--- config.mk ---
export PLATFORM = sky130hd
export DESIGN_NAME = draw_engine
export DESIGN_NICKNAME = d
export VERILOG_FILES = /design/src/rtl/draw_engine_pkg.sv /design/src/rtl/draw_engine_raster_counter.sv /design/src/rtl/draw_engine.sv
export SDC_FILE = /design/constraint.sdc
export NUM_CORES = 1
export LEC_CHECK = 0
export ABC_CLOCK_PERIOD_IN_PS = 6500
export CAP_MARGIN = 20
export CORE_ASPECT_RATIO = 0.5
export CORE_MARGIN = 2
export CORE_UTILIZATION = 50
export CTS_BUF_LIST = sky130_fd_sc_hd__clkbuf_8 sky130_fd_sc_hd__clkbuf_16
export CTS_CLUSTER_SIZE = 8
export DETAILED_ROUTE_END_ITERATION = 10
export PLACE_DENSITY = 0.75
export SLEW_MARGIN = 10
export SYNTH_ARGS = -nofsm -noshare
export SYNTH_HDL_FRONTEND = slang
export SYNTH_HIERARCHICAL = 1
export SYNTH_SLANG_ARGS = --single-unit
--- constraint.sdc ---
create_clock -name Clock -period 6.5 [get_ports Clock]
set_clock_uncertainty 0.2 [all_clocks]
set_input_delay 0.975 -clock Clock [delete_from_list [all_inputs] [get_ports Clock]]
set_output_delay 0.975 -clock Clock [all_outputs]
set_load 0.005 [all_outputs]
--- src/rtl/draw_engine_pkg.sv ---
// Shared encodings for the draw engine: ROM image selects, operation codes,
// FSM states and screen/sprite geometry.
package draw_engine_pkg;

  localparam int SCR_W = 160;
  localparam int SCR_H = 120;
  localparam int CAR_W = 8;
  localparam int CAR_H = 8;
  localparam logic [2:0] TRANSPARENT = 3'b000;

  typedef enum logic [1:0] {
    SEL_START = 2'd0,
    SEL_BG    = 2'd1,
    SEL_CAR   = 2'd2,
    SEL_WIN   = 2'd3
  } rom_sel_t;

  // Op codes double as the bit index of the matching request/done flag.
  typedef enum logic [2:0] {
    OP_START = 3'd0,
    OP_BG    = 3'd1,
    OP_CAR   = 3'd2,
    OP_OVER  = 3'd3,
    OP_WIN   = 3'd4,
    OP_NONE  = 3'd7
  } op_t;

  typedef enum logic [1:0] {
    ST_IDLE,
    ST_RUN,
    ST_FLUSH,
    ST_HOLD
  } state_t;

  // Priority: start > win > background > over_car > car.
  function automatic op_t pick_op(input logic [4:0] req);
    if (req[0]) return OP_START;
    if (req[4]) return OP_WIN;
    if (req[1]) return OP_BG;
    if (req[3]) return OP_OVER;
    if (req[2]) return OP_CAR;
    return OP_NONE;
  endfunction

endpackage

--- src/rtl/draw_engine_raster_counter.sv ---
// Nested x/y scan counter over a width x height region; last flags the
// final coordinate of the scan.
module draw_engine_raster_counter (
  input  logic       Clock,
  input  logic       Reset,
  input  logic       start,
  input  logic       abort,
  input  logic       step,
  input  logic [7:0] width,
  input  logic [6:0] height,
  output logic [7:0] x,
  output logic [6:0] y,
  output logic       last
);

  logic [7:0] x_reg;
  logic [6:0] y_reg;
  logic       x_end;
  logic       y_end;

  always_comb begin
    x_end = (x_reg == width - 8'd1);
    y_end = (y_reg == height - 7'd1);
    last  = x_end && y_end;
  end

  always_ff @(posedge Clock) begin
    if (Reset || start || abort) begin
      x_reg <= '0;
      y_reg <= '0;
    end else if (step) begin
      if (x_end) begin
        x_reg <= '0;
        y_reg <= y_end ? 7'd0 : y_reg + 7'd1;
      end else begin
        x_reg <= x_reg + 8'd1;
      end
    end
  end

  assign x = x_reg;
  assign y = y_reg;

endmodule

--- src/rtl/draw_engine.sv ---
// Rasterising responder for the race-game control FSM: scans the requested
// region, reads colours from the image ROMs and drives VGA pixel writes.
module draw_engine
  import draw_engine_pkg::*;
(
  input  logic        Clock,
  input  logic        Reset,
  input  logic        clear_done,
  input  logic        draw_start_screen,
  input  logic        draw_background,
  input  logic        draw_car,
  input  logic        draw_over_car,
  input  logic        draw_win_screen,
  input  logic [7:0]  car_x,
  input  logic [6:0]  car_y,
  output logic [1:0]  rom_sel,
  output logic [14:0] rom_addr,
  input  logic [2:0]  rom_data,
  output logic [7:0]  vga_x,
  output logic [6:0]  vga_y,
  output logic [2:0]  vga_colour,
  output logic        vga_plot,
  output logic        DoneDrawStartScreen,
  output logic        DoneDrawBackground,
  output logic        DoneDrawCar,
  output logic        DoneDrawOverCar,
  output logic        DoneDrawWinScreen
);

  state_t     state_reg, state_next;
  op_t        op_reg, op_next, req_op;
  logic [7:0] car_x_reg;
  logic [6:0] car_y_reg;
  logic [4:0] done_reg, done_next;
  logic       out_valid_reg, clip_reg;
  logic [7:0] vga_x_reg;
  logic [6:0] vga_y_reg;

  logic [4:0] req_vec, other_req;
  logic       req_held, accept, abort_run, is_car_region;
  logic [7:0] cnt_x, area_w;
  logic [6:0] cnt_y, area_h;
  logic       cnt_last;
  logic [8:0] pix_x;
  logic [7:0] pix_y;

  assign req_vec = {draw_win_screen, draw_over_car, draw_car, draw_background, draw_start_screen};

  // The latched op's own line is masked so a held request never re-triggers.
  always_comb begin
    other_req = req_vec;
    req_held  = 1'b0;
    if (op_reg != OP_NONE) begin
      other_req[op_reg] = 1'b0;
      req_held          = req_vec[op_reg];
    end
    req_op    = pick_op(other_req);
    accept    = ((state_reg == ST_IDLE) || (state_reg == ST_HOLD)) && (req_op != OP_NONE);
    abort_run = (state_reg == ST_RUN) && !req_held;
  end

  always_comb begin
    state_next = state_reg;
    op_next    = op_reg;
    done_next  = done_reg;
    case (state_reg)
      ST_IDLE:  if (accept) state_next = ST_RUN;
      ST_RUN: begin
        if (abort_run)     state_next = ST_IDLE;
        else if (cnt_last) state_next = ST_FLUSH;
      end
      ST_FLUSH: state_next = ST_HOLD;
      ST_HOLD: begin
        if (accept)         state_next = ST_RUN;
        else if (!req_held) state_next = ST_IDLE;
      end
      default:  state_next = ST_IDLE;
    endcase
    if (accept)         op_next = req_op;
    else if (abort_run) op_next = OP_NONE;
    if (accept || clear_done) done_next = '0;
    if ((state_reg == ST_FLUSH) && (op_reg != OP_NONE)) done_next[op_reg] = 1'b1;
  end

  always_comb begin
    is_car_region = (op_reg == OP_CAR) || (op_reg == OP_OVER);
    area_w        = is_car_region ? 8'(CAR_W) : 8'(SCR_W);
    area_h        = is_car_region ? 7'(CAR_H) : 7'(SCR_H);
    pix_x         = {1'b0, cnt_x};
    pix_y         = {1'b0, cnt_y};
    if (is_car_region) begin
      pix_x = {1'b0, car_x_reg} + {1'b0, cnt_x};
      pix_y = {1'b0, car_y_reg} + {1'b0, cnt_y};
    end
  end

  always_comb begin
    rom_sel  = SEL_START;
    rom_addr = '0;
    if (state_reg == ST_RUN) begin
      case (op_reg)
        OP_START: begin rom_sel = SEL_START; rom_addr = 15'(cnt_y) * 15'(SCR_W) + 15'(cnt_x); end
        OP_BG:    begin rom_sel = SEL_BG;    rom_addr = 15'(cnt_y) * 15'(SCR_W) + 15'(cnt_x); end
        OP_WIN:   begin rom_sel = SEL_WIN;   rom_addr = 15'(cnt_y) * 15'(SCR_W) + 15'(cnt_x); end
        OP_CAR:   begin rom_sel = SEL_CAR;   rom_addr = 15'(cnt_y) * 15'(CAR_W) + 15'(cnt_x); end
        OP_OVER:  begin rom_sel = SEL_BG;    rom_addr = 15'(pix_y) * 15'(SCR_W) + 15'(pix_x); end
        default:  begin rom_sel = SEL_START; rom_addr = '0; end
      endcase
    end
  end

  draw_engine_raster_counter u_raster (
    .Clock  (Clock),
    .Reset  (Reset),
    .start  (accept),
    .abort  (abort_run),
    .step   (state_reg == ST_RUN),
    .width  (area_w),
    .height (area_h),
    .x      (cnt_x),
    .y      (cnt_y),
    .last   (cnt_last)
  );

  // Pixel coordinates trail the address by one cycle to line up with rom_data.
  always_ff @(posedge Clock) begin
    if (Reset) begin
      state_reg     <= ST_IDLE;
      op_reg        <= OP_NONE;
      done_reg      <= '0;
      car_x_reg     <= '0;
      car_y_reg     <= '0;
      out_valid_reg <= 1'b0;
      clip_reg      <= 1'b0;
      vga_x_reg     <= '0;
      vga_y_reg     <= '0;
    end else begin
      state_reg     <= state_next;
      op_reg        <= op_next;
      done_reg      <= done_next;
      out_valid_reg <= (state_reg == ST_RUN) && !abort_run;
      if (accept) begin
        car_x_reg <= car_x;
        car_y_reg <= car_y;
      end
      if (state_reg == ST_RUN) begin
        vga_x_reg <= pix_x[7:0];
        vga_y_reg <= pix_y[6:0];
        clip_reg  <= (pix_x >= 9'(SCR_W)) || (pix_y >= 8'(SCR_H));
      end else begin
        vga_x_reg <= '0;
        vga_y_reg <= '0;
        clip_reg  <= 1'b0;
      end
    end
  end

  assign vga_x      = vga_x_reg;
  assign vga_y      = vga_y_reg;
  assign vga_colour = out_valid_reg ? rom_data : 3'b000;
  assign vga_plot   = out_valid_reg && !clip_reg && !((op_reg == OP_CAR) && (rom_data == TRANSPARENT));

  assign DoneDrawStartScreen = done_reg[0];
  assign DoneDrawBackground  = done_reg[1];
  assign DoneDrawCar         = done_reg[2];
  assign DoneDrawOverCar     = done_reg[3];
  assign DoneDrawWinScreen   = done_reg[4];

endmodule
==> implementation parameters, run 1 <==
Parameter                              Value

Place
  Placement Cell Area ... 0.00623 mm²
  Final weighted congestion of routability-driven global placement ... 0.881
  Port Buffer Count ... 66
  DP HPWL ... 10.9 mm

Clock tree
  Number of buffers on the longest clock path ... 2
  CTS Root Buffer Type ... clkbuf_16
  TritonCTS clock tree ... yes
  Clk Latency, worst-skew pair ... 0.34 ns
  H-tree depth reported by CTS ... 3
  Number of post-CTS setup repair buffers ... 0
  Sinks on Clock Net ... 57
  Clock-pin transition on the worst setup and hold timing paths ... 0.05 ns
  Gates resized, CTS repair ... 0
  Cts-stage hold buffer count ... 0
  TritonCTS Buffers ... 9

Routing
  DRC ... 0
  Antenna Nets Post-Route ... 0
  Vias/cell ... 5.70
  DR pass1 iterations ... 8
  Wirelength, routed ... 14.5 mm
  Total number of vias ... 5070
  Number of DRC markers in iteration 0 ... 468
  Wire per inst ... 16.3 µm

Timing
  Fin. max-slew vios ... 0
  Worst max-slew margin expressed relative to the limit ... 30.4%
  Total Neg Setup Slack ... 0 ns
  Measured slew at the worst slew-check pin ... 1.04 ns
  Number of hold-slack violations in the final timing report ... 0
  Highest clock rate ... 160 MHz
  Post-route fraction of the period consumed by the critical path ... 95.9%
  Setup violators final ... 0
  Unrepaired setup endpoints after global routing ... no
  Final critical path time including I/O delays and setup ... 6.23 ns

Finish
  Antenna diodes ... 0
  # fillers ... 926
  Signed area change from the synthesized netlist to the final layout ... 23.6%
  Utilization after layout ... 63.9%
  Summed area of non-filler cells in the final layout ... 0.00655 mm²
  Count of nets after finishing ... 831
  Share of cells above drive strength 1 ... 7.08%

Yosys
  Multiplexer share of the synthesized area ... 4.65%
  Syn. warnings ... 6
  Number of enable flip-flop cells after synthesis ... 0
  Mapped cell area ... 0.00530 mm²
  Share of synthesized cell area in and, or, nand and nor gates ... 21.2%
  Count of cell types in the netlist ... 75
  Top flip-flop cell by instance count after synthesis ... dfxtp_1
  Adder-cell share of the synthesized area ... 15.4%
  Largest family of logic cells by synthesized area ... compound AO/OA/AOI/OAI gates
  Post-Synthesis Cells ... 647
  Post-Syn Area per Cell ... 8.19 µm²
  Area fraction in compound gates after synthesis ... 22.4%
  Portion of the post-synthesis area used by sequential elements ... 21.5%
  Post-Synth XOR/XNOR Area ... 9.52%
  Synth Register Bits ... 57
  Fraction of synthesis flops using an asynchronous set or reset pin ... 0%

Hold path
  Worst Hold Path Cells ... 2
  Startpoint of the tightest hold check path ... car_y_reg[3]
  Worst Hold Class ... reg -> reg

Power
  Worst supply voltage drop on vdd ... 0.163 mV
  Cell area power density ... 224 mW/mm²
  Leakage power of the design ... 2.84 nW

Setup path
  Critical path launch point ... car_y_reg[1]
  Cells on worst reg2reg path ... 8
  Category of the worst setup path launch point ... flip-flop
  Nature of the critical path endpoint ... output pin
  Data required, critical path ... 5.32 ns
  Critical path class ... reg -> out
  Worst-path maximum fanout ... 6
  Arrival time of data at the critical path endpoint ... 5.06 ns
  R2R Path Start ... op_reg[0]

Floorplan
  Standard-cell rows ... 26
  Die Span Y ... 76.8 µm
  Die area ... 0.0115 mm²
  Std-Cell Core Area ... 0.0102 mm²
  Ports ... 67
  Initial Utilization ... 51.7%
  Floorplan die width ... 150 µm

Global routing
  Aggregate global routing overflow ... 0
  Largest net degree at the start of global routing ... 28
  Number of global-route vias before repair ... 4630
  Initial antenna violation count ... 0
  First-pass GRT wire length ... 23.6 mm
  Global-route usage over all layers ... 25.7%

Job
  Max-capacitance violation count ... 0

Status
  Status ... finished, final reports clean
report_power, final:
| group | switching, mW | total [mW] | internal, mW |
|---|---|---|---|
| logic | 0.353 | 0.580 | 0.227 |
| clock network | 0.172 | 0.468 | 0.296 |
| registers | 0.0329 | 0.417 | 0.384 |
| total | 0.558 | 1.47 | 0.907 |
routing by layer:
metal / wire length, µm / part of all wire [%] / GRT usage, % / vias to the layer above
li1: - / - / - / 2510
met1: 6940 / 48 / 37.3 / 2333
met2: 6110 / 42 / 38.9 / 211
met3: 1250 / 8.6 / 6.25 / 16
met4: 186 / 1.3 / 4.57 / 0
met5: 0 / 0 / 0 / -
worst paths after layout:
| check | end | slack [ns] |
|---|---|---|
| min | car_y_reg[3] | 0.30 |
| min reg2reg | car_y_reg[3] | 0.30 |
| max reg2reg | u_raster/y[3] | 2.44 |
| max | rom_addr[14] | 0.27 |
metrics by stage:
stage	setup slack [ns]	hold slack, ns	std cells	power, mW
6_report	0.268	0.301	889	1.47
5_1_grt	0.00838	0.334	889	1.55
4_1_cts	0.146	0.305	889	1.45
3_5_place_dp	0.520	0.293	873	0.984
3_3_place_gp	0.631	0.284	873	0.974
2_1_floorplan	0.966	0.267	672	0.845
worst max-delay path, cell delays in order (launching register included):
cell             delay (ns)
dfxtp_1                0.33
ha_1                   0.33
a211oi_2               0.27
o21bai_1               0.16
and3b_1                0.21
o32ai_2                0.31
inv_1                  0.11
ha_1                   0.29
ha_1                   0.34
xor2_1                 0.19
or2_1                  0.24
or4b_1                 0.64
a211oi_2               0.25
o211ai_1               0.13
mux2_1                 0.32
nand3_1                0.08
clkdlybuf4s50_1        0.50
layout make-up:
cell class,count,area [µm²],share of cell area [%]
sequential,57,1140,17.4
inverter,33,124,1.89
clock inverter,7,71.3,1.09
timing repair buffer,86,811,12.4
multi-input combinational,557,4000,61.1
tap,140,175,2.68
clock buffer,9,225,3.44
synth_stat cells (6+ instances only):
| library cell | number | share of area, % |
|---|---|---|
| fa_1 | 7 | 2.6 |
| mux2i_1 | 19 | 3.6 |
| o211ai_1 | 6 | 0.85 |
| a21oi_1 | 40 | 3.8 |
| inv_1 | 33 | 2.3 |
| and2_1 | 15 | 1.8 |
| a211oi_1 | 7 | 0.99 |
| clkbuf_1 | 12 | 0.85 |
| xor2_1 | 24 | 4.0 |
| nor3b_1 | 6 | 0.85 |
| o21a_1 | 8 | 1.1 |
| nand2b_1 | 8 | 0.94 |
| ha_1 | 54 | 13 |
| buf_6 | 6 | 1.3 |
| xnor2_1 | 31 | 5.1 |
| nor2b_1 | 14 | 1.7 |
| nand3_1 | 6 | 0.57 |
| a31oi_1 | 6 | 0.71 |
| o21bai_1 | 6 | 0.85 |
| nor2_1 | 75 | 5.3 |
| nand2_1 | 38 | 2.7 |
| nor3_1 | 12 | 1.1 |
| a22oi_1 | 15 | 2.1 |
| dfxtp_1 | 57 | 22 |
| a21o_1 | 15 | 2.1 |
| nand4_1 | 6 | 0.71 |
| o21ai_0 | 22 | 2.1 |
kinds of logic after synthesis:
family	count (synthesis)
DFF	57
muxes	23
AOI/OAI and AO/OA	171
and+or+nand+nor	219
other	2
buffers and inverters	58
adders and majority gates	61
xor gates and xnor gates	56
cells in the final DEF (no fill, tap or decap), drive strengths merged, types with 5 or more instances in the layout:
cell type,synthesis,layout
a211oi,10,10
mux2i,19,19
xnor2,31,31
ha,54,54
and4,5,5
xor2,24,24
a31oi,6,6
fa,7,7
nand2b,8,8
o211ai,6,6
o22a,5,5
o21a,8,8
or2,5,5
nand4,6,6
or3,5,5
conb,2,27
nor2b,14,14
nand2,38,38
o21ai,22,22
nor3b,6,6
buf,12,20
nand3,6,6
a21o,15,15
clkbuf,13,9
inv,33,35
o21bai,6,6
a21oi,40,40
and2,15,15
a22oi,15,15
nor3,12,12
nor2,75,75
clkdlybuf4s50,0,66
dfxtp,57,57
(Power assumes the default switching activity.)
==> run 2, diff against run 1 <==
Settings changed: SETUP_SLACK_MARGIN set to 0.4.
==> implementation parameters, run 2 (same netlist as run 1, synthesis figures left out) <==
Parameter                              Value

Place
  Placement-stage worst setup slack ... 0.520 ns
  Final weighted congestion of routability-driven global placement ... 0.881
  Port Buffer Count ... 66
  Placement Cell Area ... 0.00623 mm²
  Dpl cells ... 873
  DP HPWL ... 10.9 mm

Timing
  Post-route fraction of the period consumed by the critical path ... 89.0%
  Number of hold-slack violations in the final timing report ... 0
  Unrepaired setup endpoints after global routing ... no
  Post-route worst hold slack ... 0.300 ns
  Fin. max-slew vios ... 0
  Final critical path time including I/O delays and setup ... 5.79 ns
  Setup violators final ... 0
  Worst max-slew margin expressed relative to the limit ... 31.0%
  Measured slew at the worst slew-check pin ... 1.03 ns
  Total Neg Setup Slack ... 0 ns
  PnR worst setup slack ... 0.713 ns
  Highest clock rate ... 173 MHz

Setup path
  Nature of the critical path endpoint ... output pin
  Critical path class ... reg -> out
  Cell with the biggest individual delay on the critical path ... or4b_4
  Category of the worst setup path launch point ... flip-flop
  Ordered cell list for the critical path ... ha_1 > a21o_1 > a211oi_1 > nor2_1 > a21o_1 > ha_1 > ha_2 > inv_1 > fa_2 > xor2_1 > or2_1 > or4b_4 > xor2_1 > a22oi_1 > nor2_1 > clkdlybuf4s50_1
  Arrival time of data at the critical path endpoint ... 4.61 ns
  Worst-path maximum fanout ... 6
  Data required, critical path ... 5.32 ns
  Worst stage delay on the critical path ... 0.60 ns

Routing
  DRC ... 0
  Number of DRC markers in iteration 0 ... 423
  Antenna Nets Post-Route ... 0
  Wirelength, routed ... 14.6 mm
  Wire per inst ... 16.4 µm
  DR pass1 iterations ... 5
  Vias/cell ... 5.70
  Total number of vias ... 5070

Finish
  Utilization after layout ... 64.7%
  Filler-free cell count of the finished design ... 890
  # fillers ... 903
  Signed area change from the synthesized netlist to the final layout ... 25.1%
  Summed area of non-filler cells in the final layout ... 0.00663 mm²
  Antenna diodes ... 0
  Count of nets after finishing ... 832
  Share of cells above drive strength 1 ... 8.80%
  Most common cell after layout, fill and taps aside ... nor2_1
  Highest-count cells in the layout ignoring fill and taps ... nor2_1 (75), clkdlybuf4s50_1 (65), dfxtp_1 (57)

Power
  Switching share of total power ... 38.2%
  Combinational fraction of design power ... 40.2%
  Leakage power of the design ... 2.87 nW
  Clk pwr share ... 31.6%
  Cell area power density ... 223 mW/mm²
  Worst supply voltage drop on vdd ... 0.163 mV
  Cell internal power dissipation ... 915 µW
  Seq pwr share ... 28.2%
  Design Power ... 1.48 mW
  Switching component of the power ... 565 µW

Job
  Max-capacitance violation count ... 0

Floorplan
  Floorplan die width ... 150 µm
  Die area ... 0.0115 mm²
  Standard-cell rows ... 26
  Die Span Y ... 76.8 µm
  Initial Utilization ... 51.7%
  Ports ... 67
  Std-Cell Core Area ... 0.0102 mm²

Global routing
  Number of global-route vias before repair ... 4621
  Global-route usage over all layers ... 25.7%
  Aggregate global routing overflow ... 0
  First-pass GRT wire length ... 23.6 mm
  Initial antenna violation count ... 0
  Largest net degree at the start of global routing ... 28

Clock tree
  TritonCTS clock tree ... yes
  CTS Root Buffer Type ... clkbuf_16
  H-tree depth reported by CTS ... 3
  Number of buffers on the longest clock path ... 2
  TritonCTS Buffers ... 9
  Clk Latency, worst-skew pair ... 0.33 ns
  Clock-pin transition on the worst setup and hold timing paths ... 0.05 ns
  Sinks on Clock Net ... 57

Status
  Status ... finished, final reports clean

Hold path
  Worst Hold Class ... reg -> reg
[run 2: changes by cell type in the layout (fill, tap and decap cells not counted), sizes merged]
| cell | delta |
|---|---|
| buf | +1 |
| clkdlybuf4s50 | -1 |
| dlymetal6s2s | +1 |
[run 2: power by group through the flow]
stage | Sequential, mW | Combinational, mW | Clock (mW)
floorplan | 0.409 | 0.436 | 0
global placement | 0.423 | 0.551 | 0
detailed placement | 0.423 | 0.561 | 0
CTS | 0.417 | 0.569 | 0.472
global route | 0.422 | 0.651 | 0.488
finish | 0.418 | 0.595 | 0.468
[run 2: layout make-up]
class | instances | area, µm² | area share, %
clock buffers | 9 | 225 | 3.40
clock inverters | 7 | 71.3 | 1.08
inverters | 33 | 124 | 1.87
multi-input cells | 557 | 4070 | 61.4
flip-flops and latches | 57 | 1140 | 17.2
well taps | 140 | 175 | 2.64
repair buffers | 87 | 821 | 12.4
[run 2: path summary, 6_finish.rpt]
kind | start | endpoint | slack [ns] | depth (start not counted)
setup / recovery | car_y_reg[1] | rom_addr[12] | 0.71 | 16
hold / removal | car_y_reg[3] | car_y_reg[3] | 0.30 | 2
setup reg to reg | op_reg[0] | u_raster/y[3] | 2.39 | 8
hold reg to reg | car_y_reg[3] | car_y_reg[3] | 0.30 | 2
[run 2: repair_timing]
action,in CTS,in global routing
hold buffers,0,0
endpoints found under the setup margin,2,3
setup buffers,0,1
resized for setup,4,15
pin swaps,3,6
[run 2: layer usage]
metal	part of all wire (%)	track usage [%]	wire (µm)	vias up
met5	0	0	0	-
met4	0.93	4.19	135	0
met3	8.0	6.19	1170	12
met2	43	39.0	6240	207
met1	48	37.3	7020	2340
li1	-	-	-	2511
[run 2: worst max-delay path: cells and delay by family (launching register included)]
family	cells	cell delay, ns
adders and majority gates	4	1.18
and+or+nand+nor	4	1.12
AOI/OAI and AO/OA	4	0.73
xor gates and xnor gates	2	0.34
buffers and inverters	2	0.58
DFF	1	0.34
==> run 3, diff against run 2 <==
Settings changed: PLACE_DENSITY 0.75 to 0.82.
==> implementation parameters, run 3 (same netlist as run 1, synthesis figures left out) <==
Parameter                              Value

Global routing
  Most used routing layer ... met2
  Aggregate global routing overflow ... 0
  Number of global-route vias before repair ... 5025
  First-pass GRT wire length ... 25.0 mm
  Met3 track demand over resource in global routing ... 8.45%
  Grt met2 use ... 43.4%
  GR Util met1 ... 35.4%
  Largest net degree at the start of global routing ... 28
  Initial antenna violation count ... 0
  Global-route usage over all layers ... 27.3%

Power
  Leakage power of the design ... 2.88 nW
  Worst supply voltage drop on vdd ... 0.159 mV
  Cell area power density ... 229 mW/mm²
  Design Power ... 1.55 mW

Status
  Status ... finished, final reports clean

Setup path
  Nature of the critical path endpoint ... output pin
  Data required, critical path ... 5.32 ns
  Critical path class ... reg -> out
  Arrival time of data at the critical path endpoint ... 4.87 ns
  Worst-path maximum fanout ... 6
  Category of the worst setup path launch point ... flip-flop

Job
  Max-capacitance violation count ... 0

Routing
  Antenna Nets Post-Route ... 0
  Wirelength, routed ... 15.8 mm
  Wire per inst ... 17.8 µm
  Vias/cell ... 5.95
  Total number of vias ... 5301
  DR pass1 iterations ... 6
  Number of DRC markers in iteration 0 ... 586
  DRC ... 0

Floorplan
  Die area ... 0.0115 mm²
  Die Span Y ... 76.8 µm
  Std-Cell Core Area ... 0.0102 mm²
  Initial Utilization ... 51.7%
  Ports ... 67
  Floorplan die width ... 150 µm
  Standard-cell rows ... 26

Finish
  Antenna diodes ... 0
  Share of cells above drive strength 1 ... 10.8%
  Count of nets after finishing ... 833
  Area of combinational cells with multiple inputs ... 0.00415 mm²
  Most common cell after layout, fill and taps aside ... nor2_1
  Utilization after layout ... 65.9%
  Highest-count cells in the layout ignoring fill and taps ... nor2_1 (75), clkdlybuf4s50_1 (66), dfxtp_1 (50)
  Area taken by flip-flops and latches ... 0.00115 mm²
  # fillers ... 829
  Signed area change from the synthesized netlist to the final layout ... 27.6%

Timing
  Unrepaired setup endpoints after global routing ... no
  Worst max-slew margin expressed relative to the limit ... 29.8%
  Highest clock rate ... 165 MHz
  Total Neg Setup Slack ... 0 ns
  Setup violators final ... 0
  PnR worst setup slack ... 0.450 ns
  Fin. max-slew vios ... 0
  Final critical path time including I/O delays and setup ... 6.05 ns
  Number of hold-slack violations in the final timing report ... 0
  Post-route fraction of the period consumed by the critical path ... 93.1%
  Measured slew at the worst slew-check pin ... 1.05 ns

Place
  Final weighted congestion of routability-driven global placement ... 0.914
  Placement-stage worst setup slack ... 0.503 ns
  DP HPWL ... 11.0 mm
  Port Buffer Count ... 66

Clock tree
  TritonCTS Buffers ... 9
  TritonCTS clock tree ... yes
  Number of buffers on the longest clock path ... 2
  Cts-stage hold buffer count ... 0
  H-tree depth reported by CTS ... 3
  Sinks on Clock Net ... 57
  Clk Latency, worst-skew pair ... 0.33 ns
  CTS Root Buffer Type ... clkbuf_16
  Clock-pin transition on the worst setup and hold timing paths ... 0.05 ns

Hold path
  Worst Hold Class ... reg -> reg
## run 3: power breakdown
part | leakage [nW] | total, mW | internal [mW] | switching [mW]
combinational | 2.25 | 0.620 | 0.240 | 0.380
sequential | 0.468 | 0.423 | 0.385 | 0.0386
clock | 0.164 | 0.507 | 0.343 | 0.164
## run 3: stage by stage
stage / cell area [µm²] / cells / hold slack, ns
2_1_floorplan: 5390 / 672 / 0.267
3_3_place_gp: 6200 / 869 / 0.276
3_5_place_dp: 6200 / 869 / 0.279
4_1_cts: 6570 / 885 / 0.293
5_1_grt: 6760 / 891 / 0.336
6_report: 6760 / 891 / 0.299
## run 3: repair_timing
item                                   4_1_cts  5_1_grt
resized for setup                           10       30
setup endpoints to repair                    3        3
buffers inserted                             0        6
pin swaps                                    2        7
endpoints found under the hold margin        0        0
## run 3: final timing paths
check	startpoint	cells past startpoint	slack, ns	to
max	car_y_reg[1]	16	0.45	rom_addr[14]
min	done_reg[1]	2	0.30	done_reg[1]
max reg2reg	op_reg[0]	8	2.56	u_raster/y[3]
min reg2reg	done_reg[1]	2	0.30	done_reg[1]
## run 3: routing by layer
metal,part of all wire (%),vias up,wire (µm)
met3,8.1,50,1290
met4,2.7,0,425
met2,45,246,7160
met5,0,-,0
met1,44,2483,6970
li1,-,2522,-
## run 3: area by class of cell
| type | instances | area share [%] |
|---|---|---|
| clock buffer | 10 | 3.54 |
| clock inverter | 6 | 1.22 |
| inverter | 33 | 1.83 |
| multi-input combinational | 557 | 61.5 |
| sequential | 57 | 17.1 |
| tap | 140 | 2.59 |
| timing repair buffer | 88 | 12.3 |
## run 3: critical path, stage by stage, from the launching register on
cell	delay, ns
dfxtp_4	0.36
ha_4	0.26
a211oi_4	0.28
o21bai_2	0.13
and3b_1	0.24
o32ai_4	0.26
inv_1	0.12
ha_1	0.33
ha_4	0.27
xor2_1	0.18
or2_1	0.27
or4b_4	0.59
o211ai_1	0.22
o211ai_1	0.13
mux2_1	0.32
nand3_1	0.09
clkdlybuf4s50_1	0.50
